===== src/rtl/alu_req_arbiter_pkg.sv =====
// Shared constants, opcode encoding and FSM state type for the shared-ALU arbiter.
package alu_pkg;

  localparam int DATA_W = 4;
  localparam int OP_W   = 3;

  typedef enum logic [OP_W-1:0] {
    OP_ADD = 3'd0,
    OP_SUB = 3'd1,
    OP_AND = 3'd2,
    OP_OR  = 3'd3,
    OP_NOT = 3'd4
  } alu_op_e;

  localparam logic [OP_W-1:0] MAX_OP = 3'd4;

  typedef enum logic [1:0] {
    ST_IDLE = 2'd0,
    ST_EXEC = 2'd1,
    ST_RESP = 2'd2
  } state_e;

  // Opcodes above MAX_OP still reach the ALU but are reported as errors.
  function automatic logic op_illegal(input logic [OP_W-1:0] op);
    return (op > MAX_OP);
  endfunction

endpackage


===== src/rtl/alu_req_arbiter_if.sv =====
// Request, response and ALU-side signals of the shared-ALU arbiter.
interface alu_req_arbiter_if;
  import alu_pkg::*;

  logic              req0_valid;
  logic              req0_ready;
  logic [DATA_W-1:0] req0_a;
  logic [DATA_W-1:0] req0_b;
  logic [OP_W-1:0]   req0_op;
  logic              req1_valid;
  logic              req1_ready;
  logic [DATA_W-1:0] req1_a;
  logic [DATA_W-1:0] req1_b;
  logic [OP_W-1:0]   req1_op;
  logic              rsp_valid;
  logic              rsp_ready;
  logic              rsp_id;
  logic [DATA_W-1:0] rsp_data;
  logic              rsp_zero;
  logic              rsp_err;
  logic [DATA_W-1:0] alu_a;
  logic [DATA_W-1:0] alu_b;
  logic [OP_W-1:0]   alu_sel;
  logic [DATA_W-1:0] alu_out;

  modport slave (
    input  req0_valid, req0_a, req0_b, req0_op,
    input  req1_valid, req1_a, req1_b, req1_op,
    input  rsp_ready, alu_out,
    output req0_ready, req1_ready,
    output rsp_valid, rsp_id, rsp_data, rsp_zero, rsp_err,
    output alu_a, alu_b, alu_sel
  );

  modport master (
    output req0_valid, req0_a, req0_b, req0_op,
    output req1_valid, req1_a, req1_b, req1_op,
    output rsp_ready, alu_out,
    input  req0_ready, req1_ready,
    input  rsp_valid, rsp_id, rsp_data, rsp_zero, rsp_err,
    input  alu_a, alu_b, alu_sel
  );

endinterface


===== src/rtl/alu_req_arbiter_rr_arb2.sv =====
// Two-input round-robin arbiter: on a tie the requester that did not win last time is granted.
module rr_arb2 (
  input  logic [1:0] i_valid,
  input  logic       i_last_grant,
  input  logic       i_enable,
  output logic [1:0] o_grant
);

  // One-hot grant, forced to zero while disabled
  always_comb begin
    o_grant = 2'b00;
    if (i_enable) begin
      o_grant[0] = i_valid[0] & (~i_valid[1] | i_last_grant);
      o_grant[1] = i_valid[1] & (~i_valid[0] | ~i_last_grant);
    end else begin
      o_grant = 2'b00;
    end
  end

endmodule


===== src/rtl/alu_req_arbiter.sv =====
// Shares one combinational ALU between two requesters: arbitrate, issue, capture, respond.
module alu_req_arbiter
  import alu_pkg::*;
(
  input  logic              clk,
  input  logic              rst,
  alu_req_arbiter_if.slave  bus
);

  state_e            r_state;
  state_e            w_next;
  logic              r_last_grant;
  logic              r_id;
  logic [DATA_W-1:0] r_alu_a;
  logic [DATA_W-1:0] r_alu_b;
  logic [OP_W-1:0]   r_alu_sel;
  logic              r_rsp_valid;
  logic              r_rsp_id;
  logic [DATA_W-1:0] r_rsp_data;
  logic              r_rsp_zero;
  logic              r_rsp_err;
  logic [1:0]        w_grant;
  logic              w_hs;
  logic              w_id;

  rr_arb2 u_arb (
    .i_valid      ({bus.req1_valid, bus.req0_valid}),
    .i_last_grant (r_last_grant),
    .i_enable     (r_state == ST_IDLE),
    .o_grant      (w_grant)
  );

  assign w_hs           = w_grant[0] | w_grant[1];
  assign w_id           = w_grant[1];
  assign bus.req0_ready = w_grant[0];
  assign bus.req1_ready = w_grant[1];

  // Next-state logic
  always_comb begin
    w_next = r_state;
    case (r_state)
      ST_IDLE: begin
        if (w_hs) begin
          w_next = ST_EXEC;
        end else begin
          w_next = ST_IDLE;
        end
      end
      ST_EXEC: w_next = ST_RESP;
      ST_RESP: begin
        if (bus.rsp_ready) begin
          w_next = ST_IDLE;
        end else begin
          w_next = ST_RESP;
        end
      end
      default: w_next = ST_IDLE;
    endcase
  end

  // State register
  always_ff @(posedge clk or posedge rst) begin
    if (rst) begin
      r_state <= ST_IDLE;
    end else begin
      r_state <= w_next;
    end
  end

  // ALU input bus and arbitration pointer, updated only on an accepted request
  always_ff @(posedge clk or posedge rst) begin
    if (rst) begin
      r_alu_a      <= {DATA_W{1'b0}};
      r_alu_b      <= {DATA_W{1'b0}};
      r_alu_sel    <= {OP_W{1'b0}};
      r_id         <= 1'b0;
      r_last_grant <= 1'b1;
    end else if (w_hs) begin
      r_alu_a      <= w_id ? bus.req1_a  : bus.req0_a;
      r_alu_b      <= w_id ? bus.req1_b  : bus.req0_b;
      r_alu_sel    <= w_id ? bus.req1_op : bus.req0_op;
      r_id         <= w_id;
      r_last_grant <= w_id;
    end
  end

  // Response register: captured in EXEC, held until the consumer accepts it
  always_ff @(posedge clk or posedge rst) begin
    if (rst) begin
      r_rsp_valid <= 1'b0;
      r_rsp_id    <= 1'b0;
      r_rsp_data  <= {DATA_W{1'b0}};
      r_rsp_zero  <= 1'b0;
      r_rsp_err   <= 1'b0;
    end else if (r_state == ST_EXEC) begin
      r_rsp_valid <= 1'b1;
      r_rsp_id    <= r_id;
      r_rsp_data  <= bus.alu_out;
      r_rsp_zero  <= (bus.alu_out == {DATA_W{1'b0}});
      r_rsp_err   <= op_illegal(r_alu_sel);
    end else if ((r_state == ST_RESP) && bus.rsp_ready) begin
      r_rsp_valid <= 1'b0;
    end
  end

  assign bus.alu_a     = r_alu_a;
  assign bus.alu_b     = r_alu_b;
  assign bus.alu_sel   = r_alu_sel;
  assign bus.rsp_valid = r_rsp_valid;
  assign bus.rsp_id    = r_rsp_id;
  assign bus.rsp_data  = r_rsp_data;
  assign bus.rsp_zero  = r_rsp_zero;
  assign bus.rsp_err   = r_rsp_err;

endmodule


===== src/flat_wrapper.sv =====
// flat-port wrapper written by rule: the top's interface ports become plain ports
module alu_req_arbiter_flat import alu_pkg::*;
  (clk, rst, bus_req0_valid, bus_req0_a, bus_req0_b, bus_req0_op, bus_req1_valid, bus_req1_a, bus_req1_b, bus_req1_op, bus_rsp_ready, bus_alu_out, bus_req0_ready, bus_req1_ready, bus_rsp_valid, bus_rsp_id, bus_rsp_data, bus_rsp_zero, bus_rsp_err, bus_alu_a, bus_alu_b, bus_alu_sel);
  alu_req_arbiter_if bus_i ();
  input  logic clk;
  input  logic rst;
  input wire logic [$bits(bus_i.req0_valid)-1:0] bus_req0_valid;
  input wire logic [$bits(bus_i.req0_a)-1:0] bus_req0_a;
  input wire logic [$bits(bus_i.req0_b)-1:0] bus_req0_b;
  input wire logic [$bits(bus_i.req0_op)-1:0] bus_req0_op;
  input wire logic [$bits(bus_i.req1_valid)-1:0] bus_req1_valid;
  input wire logic [$bits(bus_i.req1_a)-1:0] bus_req1_a;
  input wire logic [$bits(bus_i.req1_b)-1:0] bus_req1_b;
  input wire logic [$bits(bus_i.req1_op)-1:0] bus_req1_op;
  input wire logic [$bits(bus_i.rsp_ready)-1:0] bus_rsp_ready;
  input wire logic [$bits(bus_i.alu_out)-1:0] bus_alu_out;
  output wire logic [$bits(bus_i.req0_ready)-1:0] bus_req0_ready;
  output wire logic [$bits(bus_i.req1_ready)-1:0] bus_req1_ready;
  output wire logic [$bits(bus_i.rsp_valid)-1:0] bus_rsp_valid;
  output wire logic [$bits(bus_i.rsp_id)-1:0] bus_rsp_id;
  output wire logic [$bits(bus_i.rsp_data)-1:0] bus_rsp_data;
  output wire logic [$bits(bus_i.rsp_zero)-1:0] bus_rsp_zero;
  output wire logic [$bits(bus_i.rsp_err)-1:0] bus_rsp_err;
  output wire logic [$bits(bus_i.alu_a)-1:0] bus_alu_a;
  output wire logic [$bits(bus_i.alu_b)-1:0] bus_alu_b;
  output wire logic [$bits(bus_i.alu_sel)-1:0] bus_alu_sel;
  assign bus_i.req0_valid = bus_req0_valid;
  assign bus_i.req0_a = bus_req0_a;
  assign bus_i.req0_b = bus_req0_b;
  assign bus_i.req0_op = bus_req0_op;
  assign bus_i.req1_valid = bus_req1_valid;
  assign bus_i.req1_a = bus_req1_a;
  assign bus_i.req1_b = bus_req1_b;
  assign bus_i.req1_op = bus_req1_op;
  assign bus_i.rsp_ready = bus_rsp_ready;
  assign bus_i.alu_out = bus_alu_out;
  assign bus_req0_ready = bus_i.req0_ready;
  assign bus_req1_ready = bus_i.req1_ready;
  assign bus_rsp_valid = bus_i.rsp_valid;
  assign bus_rsp_id = bus_i.rsp_id;
  assign bus_rsp_data = bus_i.rsp_data;
  assign bus_rsp_zero = bus_i.rsp_zero;
  assign bus_rsp_err = bus_i.rsp_err;
  assign bus_alu_a = bus_i.alu_a;
  assign bus_alu_b = bus_i.alu_b;
  assign bus_alu_sel = bus_i.alu_sel;
  alu_req_arbiter u_core (.clk(clk), .rst(rst), .bus(bus_i));
endmodule

===== config.mk =====
export PLATFORM = sky130hd
export DESIGN_NAME = alu_req_arbiter_flat
export DESIGN_NICKNAME = d
export VERILOG_FILES = /design/src/rtl/alu_req_arbiter_pkg.sv /design/src/rtl/alu_req_arbiter_if.sv /design/src/rtl/alu_req_arbiter_rr_arb2.sv /design/src/rtl/alu_req_arbiter.sv /design/src/flat_wrapper.sv
export SDC_FILE = /design/constraint.sdc
export NUM_CORES = 1
export LEC_CHECK = 0
export CORE_ASPECT_RATIO = 2
export CORE_MARGIN = 10
export CORE_UTILIZATION = 34
export DETAILED_ROUTE_END_ITERATION = 6
export PLACE_DENSITY = 0.79
export REMOVE_ABC_BUFFERS = 1
export SLEW_MARGIN = 30
export SYNTH_ARGS = -nofsm -noshare
export SYNTH_HDL_FRONTEND = slang
export SYNTH_SLANG_ARGS = --single-unit

===== constraint.sdc =====
create_clock -name clk -period 1.3 [get_ports clk]
set_input_delay 0.26 -clock clk [delete_from_list [all_inputs] [get_ports clk]]
set_output_delay 0.26 -clock clk [all_outputs]
set_load 0.02 [all_outputs]

==> metrics.md, run 1 <==
| Metric | Value |
|---|---|
| Main combinational cell family by area after synthesis | compound AO/OA/AOI/OAI gates |
| Synth Area in Compound Gates | around a fifth |
| H-tree depth | 1 |
| Layout cells sized above 1 | a little under two fifths |
| Hold Path Class | in -> async |
| Cell count after synthesis | 106 |
| Total GRT Usage | a little over an eighth |
| Area Growth Syn to Fin | 101.3% |
| Worst-path cell chain | nand2b_1 -> nand3_1 -> inv_2 -> buf_6 |
| Initial DRC count | 37 |
| Synth top area share | between 50 and 60% |
| Seq cells post-synth | 23 |
| Pre-CTS setup slack | -552.5 ps |
| Status | finished with violations |
| Detailed Route WL | 4.309 mm |
| Clock period minus worst slack | 1474 ps |
| Hold Vio Cnt, Final | 0 |
| Ys Warns | 0 |
| CTS tree | done |
| Max-Slew Margin vs Limit | approximately three quarters |
| Max-Cap Viols | 0 |
| Peak supply drop | between 1 and 1.5 mV |
| Number of global-route vias before repair | roughly 1,300 |
| Row count | 28 |
| Startpoint Class | flip-flop |
| Cts hold-fix bufs | 0 |
| Pwr Total | approximately 5.2 mW |
| Setup WS post-layout | -173.8 ps |
| Largest net degree at the start of global routing | 24 |
| Fin util | a little under three quarters |
| Avg WL per Cell | 20.92 microns |
| Synth top area cells | dfrtp_1, o311ai_1, o21ai_0, nand4_1, inv_1 |
| Slew Viols, Final | 0 |
| Number of remaining DRC errors | 0 |
| Register area share after synthesis | 53.73% |
| Simple-gate share of the synthesized area | around an eighth |
| Vias | roughly 1,200 |
| Period utilization | 113.4% |
| Die height | 99.47 microns |
| Routed Antenna Nets | 0 |
| Core area | about 3000 sq um |
| Initial antenna violation count | 0 |
| First drt pass iteration count | 4 |
| Die X | about 60 microns |
| Starting Density | a little over a third |
| Worst-skew pair later-pin latency | approximately 270 ps |
| CTS Buffer Depth | 2 |
| Total die area | slightly below 6000 sq um |
| Setup Crit Path Kind | reg -> out |
| Final Wtd Congestion | ~0.79 |
| Final Setup Violations | 12 |
| Area leader, netlist | dfrtp_1 |
| Worst-Margin Slew | 399.6 ps |
| IO Port Bufs | 51 |
| First-pass GRT wire length | between 6 and 7 mm |
| Largest stage delay, worst path | ~550 ps |
| Dpl hpwl | ~2.8 mm |
| CTS clk-pin slew, worst paths | 80 ps |
| Nets | 208 |
| RSZ-0062 raised after global routing | yes |
| Arr. time, crit path | about 1200 ps |
| Post-synthesis area per instance | 10.13 sq um |
| PwrDens | ~2400 nW/um^2 |
| Synth Area in XOR/XNOR | 0% |
| Post-synth cell types | 23 |
| Fmax | ~680 MHz |
| Ports | 52 |
| Number of clock sinks | 23 |
| Slowest stage cell, crit path | dfstp_2 |
| CTS Root Cell | clkbuf_8 |
| Mux contribution to synthesized area | around 5.2% |
| Setup Skew | between 2 and 3 ps |
| Largest fanout on the critical path | 3 |
| Leakage dissipation | between 0.9 and 1 nW |
| CP Capture Type | primary output |
| Vias/cell | ~5.6 |
| Total CTS buffers | 3 |
| Failing checks | setup timing |
| Gr ovfl total | 0 |
| Mapped Area | 1074 sq um |
| Critical path required time | approximately 1000 ps |
| Adder-cell area share of the yosys netlist | 0% |
| Ant diodes | 0 |
## through the flow
step,setup TNS (ps),instance area [sq um],instances,hold WS (ps)
2_1_floorplan,-1157,1033,98,261.2
3_3_place_gp,-5480,1684,191,463.1
3_5_place_dp,-6711,1684,191,471.6
4_1_cts,-1116,1951,199,319.0
5_1_grt,-1466,2161,206,317.9
6_report,-941.2,2161,206,308.8
## what timing repair did
item                                    4_1_cts  5_1_grt
endpoints found under the setup margin       37       20
pin swaps                                     6       12
resized for setup                            74       41
gates cloned                                  2        1
buffers inserted                              2        8
## cells by family (layout without fill, tap and decap cells)
| kind of cell | count (synthesis) | after routing |
|---|---|---|
| muxes | 5 | 5 |
| buffers and inverters | 23 | 91 |
| and+or+nand+nor | 24 | 26 |
| AOI/OAI and AO/OA | 31 | 31 |
| DFF | 23 | 23 |
## Yosys cell counts
cell type,count
o21ai_0,15
dfrtp_1,22
buf_6,1
a21oi_1,2
o311ai_0,1
nor2_2,1
a21o_1,2
and3_4,1
o311ai_1,10
dfstp_2,1
nand3_1,1
nand2b_1,3
clkbuf_1,5
or4_1,1
o21ai_1,1
clkbuf_2,1
nand2_1,4
buf_2,1
or2_1,1
mux2_2,5
nor2_1,1
inv_1,15
nand4_1,11
## worst max-delay path, delay by kind of cell (launching register included)
kind                   cells  cell delay (ps)
and+or+nand+nor            2              210
buffers and inverters      2              180
DFF                        1              550
## final timing paths
| kind | from | to | slack, ps | cells after the start |
|---|---|---|---|---|
| min in group clk | u_core.r_id$_DFFE_PP0P_ | u_core.r_id$_DFFE_PP0P_ | 490 | 1 |
| setup / recovery | u_core.r_last_grant$_DFFE_PP1P_ | bus_req0_ready | -170 | 4 |
| max in group asynchronous | rst | u_core.r_last_grant$_DFFE_PP1P_ | 770 | 3 |
| setup reg to reg | u_core.r_last_grant$_DFFE_PP1P_ | u_core.bus.alu_b[2]$_DFFE_PP0P_ | -90 | 5 |
| hold / removal | rst | u_core.bus.rsp_valid$_DFFE_PP0P_ | 310 | 3 |
| hold reg to reg | u_core.r_id$_DFFE_PP0P_ | u_core.r_id$_DFFE_PP0P_ | 490 | 1 |
## area by class of cell
class / count / area (sq um)
clock inverter: 1 / 5.005
multi-input combinational: 62 / 730.7
clock buffer: 3 / 41.29
sequential: 23 / 576.8
inverter: 15 / 56.30
tap: 30 / 37.54
timing repair buffer: 72 / 713.2
fill: 214 / 852.1
## placed cells by master (no fill, tap or decap), types with 2 or more instances in the layout
cell type and instances:
a21o_1 2, a21oi_1 2, buf_12 4, buf_4 14
buf_6 5, clkbuf_8 3, clkdlybuf4s15_1 5, clkdlybuf4s50_1 30
dfrtp_1 22, dlygate4sd2_1 12, inv_1 14, mux2_2 5
nand2_1 3, nand2b_1 2, nand4_1 11, nor2_4 2
o21ai_0 4, o21ai_2 5, o21ai_4 7, o311ai_4 11
or2_4 2
## sequential cells by signal, indices dropped and copies added, names as in the netlist
register,cells
u_core.bus.alu_sel,3
u_core.r_state,2
u_core.r_id,1
u_core.bus.rsp_valid,1
u_core.bus.rsp_data,4
u_core.bus.alu_b,4
u_core.bus.rsp_zero,1
u_core.bus.alu_a,4
u_core.bus.rsp_err,1
u_core.bus.rsp_id,1
u_core.r_last_grant,1
## power breakdown
part           switching (mW)  internal [mW]
Combinational            1.72           1.61
Clock                   0.239          0.215
Sequential              0.287           1.09
## routing by layer
metal | vias to the layer above | GRT usage, % | wire (microns)
met5 | - | 0 | 0
met4 | 0 | 5.208 | 89
met3 | 9 | 4.841 | 395
met2 | 67 | 23.73 | 2206
met1 | 552 | 13.80 | 1617
li1 | 527 | - | -
Note: power is estimated with default switching activity, not from simulation.
==> run 2: changes to the inputs <==
--- a/config.mk
+++ b/config.mk
@@ -6,7 +6,7 @@
 export NUM_CORES = 1
 export LEC_CHECK = 0
 export CORE_ASPECT_RATIO = 2
-export CORE_MARGIN = 10
+export CORE_MARGIN = 1.5
 export CORE_UTILIZATION = 34
 export DETAILED_ROUTE_END_ITERATION = 6
 export PLACE_DENSITY = 0.79
==> run 2 against run 1 <==
Net effect:
- wire length down 22%
- clock power down 6.2%
- final cell count down 3.9%
- the run still ends with setup timing left
==> metrics.md, run 2 (same netlist as run 1, synthesis figures left out) <==
| Metric | Value |
|---|---|
| Status | finished with violations |
| Failing checks | setup timing |
| Fmax | about 650 MHz |
| Hold Path Class | in -> async |
| Max-Slew Margin vs Limit | between 70% and 80% |
| Total GRT Usage | between 20% and 30% |
| PwrDens | approximately 2300 nW/um^2 |
| Final Wtd Congestion | about 0.87 |
| Number of clock sinks | 23 |
| CTS Root Cell | clkbuf_8 |
| Number of remaining DRC errors | 0 |
| Cts hold-fix bufs | 0 |
| Setup crit start | bus_req0_valid |
| Post-route met1 wirelength | approximately 1.2 mm |
| Starting Density | 36.05% |
| Routed Antenna Nets | 0 |
| Setup WS post-layout | -227.7 ps |
| Number of global-route vias before repair | approximately 1,200 |
| Startpoint Class | input port |
| Total die area | approximately 3500 sq um |
| Detailed Route WL | approximately 3.4 mm |
| Vias/cell | around 5.6 |
| Hold Vio Cnt, Final | 0 |
| First-pass GRT wire length | roughly 5.5 mm |
| Initial antenna violation count | 0 |
| Avg WL per Cell | around 17 microns |
| Clock period minus worst slack | between 1500 and 2000 ps |
| Met3 WL | 123 microns |
| RSZ-0062 raised after global routing | yes |
| Commonest non-fill, non-tap cell in the layout | clkdlybuf4s50_1 |
| Worst-skew pair later-pin latency | 260 ps |
| Critical Path Sink | bus_req1_ready |
| H-tree depth | 1 |
| Critical path required time | 1040 ps |
| First drt pass iteration count | 4 |
| Initial DRC count | 34 |
| Layout cells sized above 1 | about a third |
| CTS Buffer Depth | 2 |
| Pre-CTS setup slack | -675.2 ps |
| Leakage dissipation | about 0.86 nW |
| Total CTS buffers | 3 |
| Setup_tns | -1332 ps |
| Core area | roughly 3000 sq um |
| Die height | between 80 and 90 microns |
| Final Setup Violations | 13 |
| Reg2Reg Depth | 4 |
| Most frequent cells in the layout | clkdlybuf4s50_1, dfrtp_1, dlygate4sd2_1 |
| Peak supply drop | just over 1 mV |
| Reg2reg setup slack | -70 ps |
| CP Capture Type | primary output |
| Nets | 200 |
| IO Port Bufs | 51 |
| Die X | 42.74 microns |
| FF-to-FF Start | u_core.r_last_grant$_DFFE_PP1P_ |
| Placed instance count | 193 |
| Area Growth Syn to Fin | 82.28% |
| Post-route insts no fill | roughly 200 |
| Worst-Margin Slew | about 370 ps |
| Period utilization | 117.5% |
| Ports | 52 |
| Slew Viols, Final | 0 |
| DR top layer | met4 |
| Setup Skew | around 1.2 ps |
| Setup Crit Path Kind | in -> out |
| WL met2 | approximately 1.9 mm |
| Max-Cap Viols | 0 |
| Pwr Total | roughly 4.5 mW |
| Largest net degree at the start of global routing | 24 |
| Arr. time, crit path | between 1000 and 1500 ps |
| Gr ovfl total | 0 |
| Reg-to-reg endpoint | u_core.bus.alu_sel[0]$_DFFE_PP0P_ |
| Row count | 28 |
| Vias | approximately 1,100 |
| Ant diodes | 0 |
| CTS tree | done |
| Largest fanout on the critical path | 3 |
| CTS clk-pin slew, worst paths | roughly 70 ps |
| Dpl hpwl | around 2.4 mm |
[run 2: changes by cell type in the layout (fill, tap and decap cells not counted), moves of 2 or more]
cell / delta
buf_6: -2
o311ai_2: +6
clkdlybuf4s15_1: -2
buf_4: -2
o311ai_4: -6
o21ai_2: +3
dlygate4sd2_1: +5
buf_12: -2
o21ai_1: +4
o21ai_4: -7
[run 2: worst max-delay path: stages]
cell and delay [ps]:
clkdlybuf4s50_1 590, nand2_2 80, and3_4 210, buf_6 130
[run 2: cell type report]
type                       count  area [sq um]
clock buffer                   4         45.04
fill                         223          1021
inverter                      15         56.30
sequential                    23         576.8
multi-input combinational     60         608.1
tap                           30         37.54
timing repair buffer          66         633.1
[run 2: worst min-delay path by stage]
stage	from	to	slack (ps)
floorplan	rst	u_core.bus.alu_a[0]$_DFFE_PP0P_	260
global placement	u_core.bus.rsp_err$_DFFE_PP0P_	u_core.bus.rsp_err$_DFFE_PP0P_	470
detailed placement	u_core.r_id$_DFFE_PP0P_	u_core.r_id$_DFFE_PP0P_	470
CTS	rst	u_core.bus.alu_a[1]$_DFFE_PP0P_	320
global route	rst	u_core.bus.alu_a[1]$_DFFE_PP0P_	350
finish	rst	u_core.bus.alu_a[1]$_DFFE_PP0P_	320
[run 2: metal layers]
layer	vias to the layer above	GRT usage, %
met5	-	0
met2	38	38.18
met4	0	15.00
met3	10	2.174
li1	513	-
met1	547	21.50
[run 2: repair_timing]
action,in CTS,in global routing
resized for setup,68,18
endpoints found under the setup margin,37,15
setup buffers,0,1
[run 2: stage by stage]
| stage | cell area, sq um | hold WS, ps | util, % |
|---|---|---|---|
| floorplan | 1033 | 261.2 | - |
| global placement | 1699 | 466.5 | 57.06 |
| detailed placement | 1699 | 472.3 | 57.06 |
| CTS | 1862 | 321.1 | 62.52 |
| global route | 1957 | 351.4 | 65.71 |
| finish | 1957 | 322.1 | 65.71 |
[run 2: report_power, final]
group          internal (mW)  switching [mW]  leakage [nW]
clock                  0.218           0.208        0.0228
sequential              1.09           0.242         0.275
combinational           1.31            1.45         0.565
total                   2.62            1.90         0.862
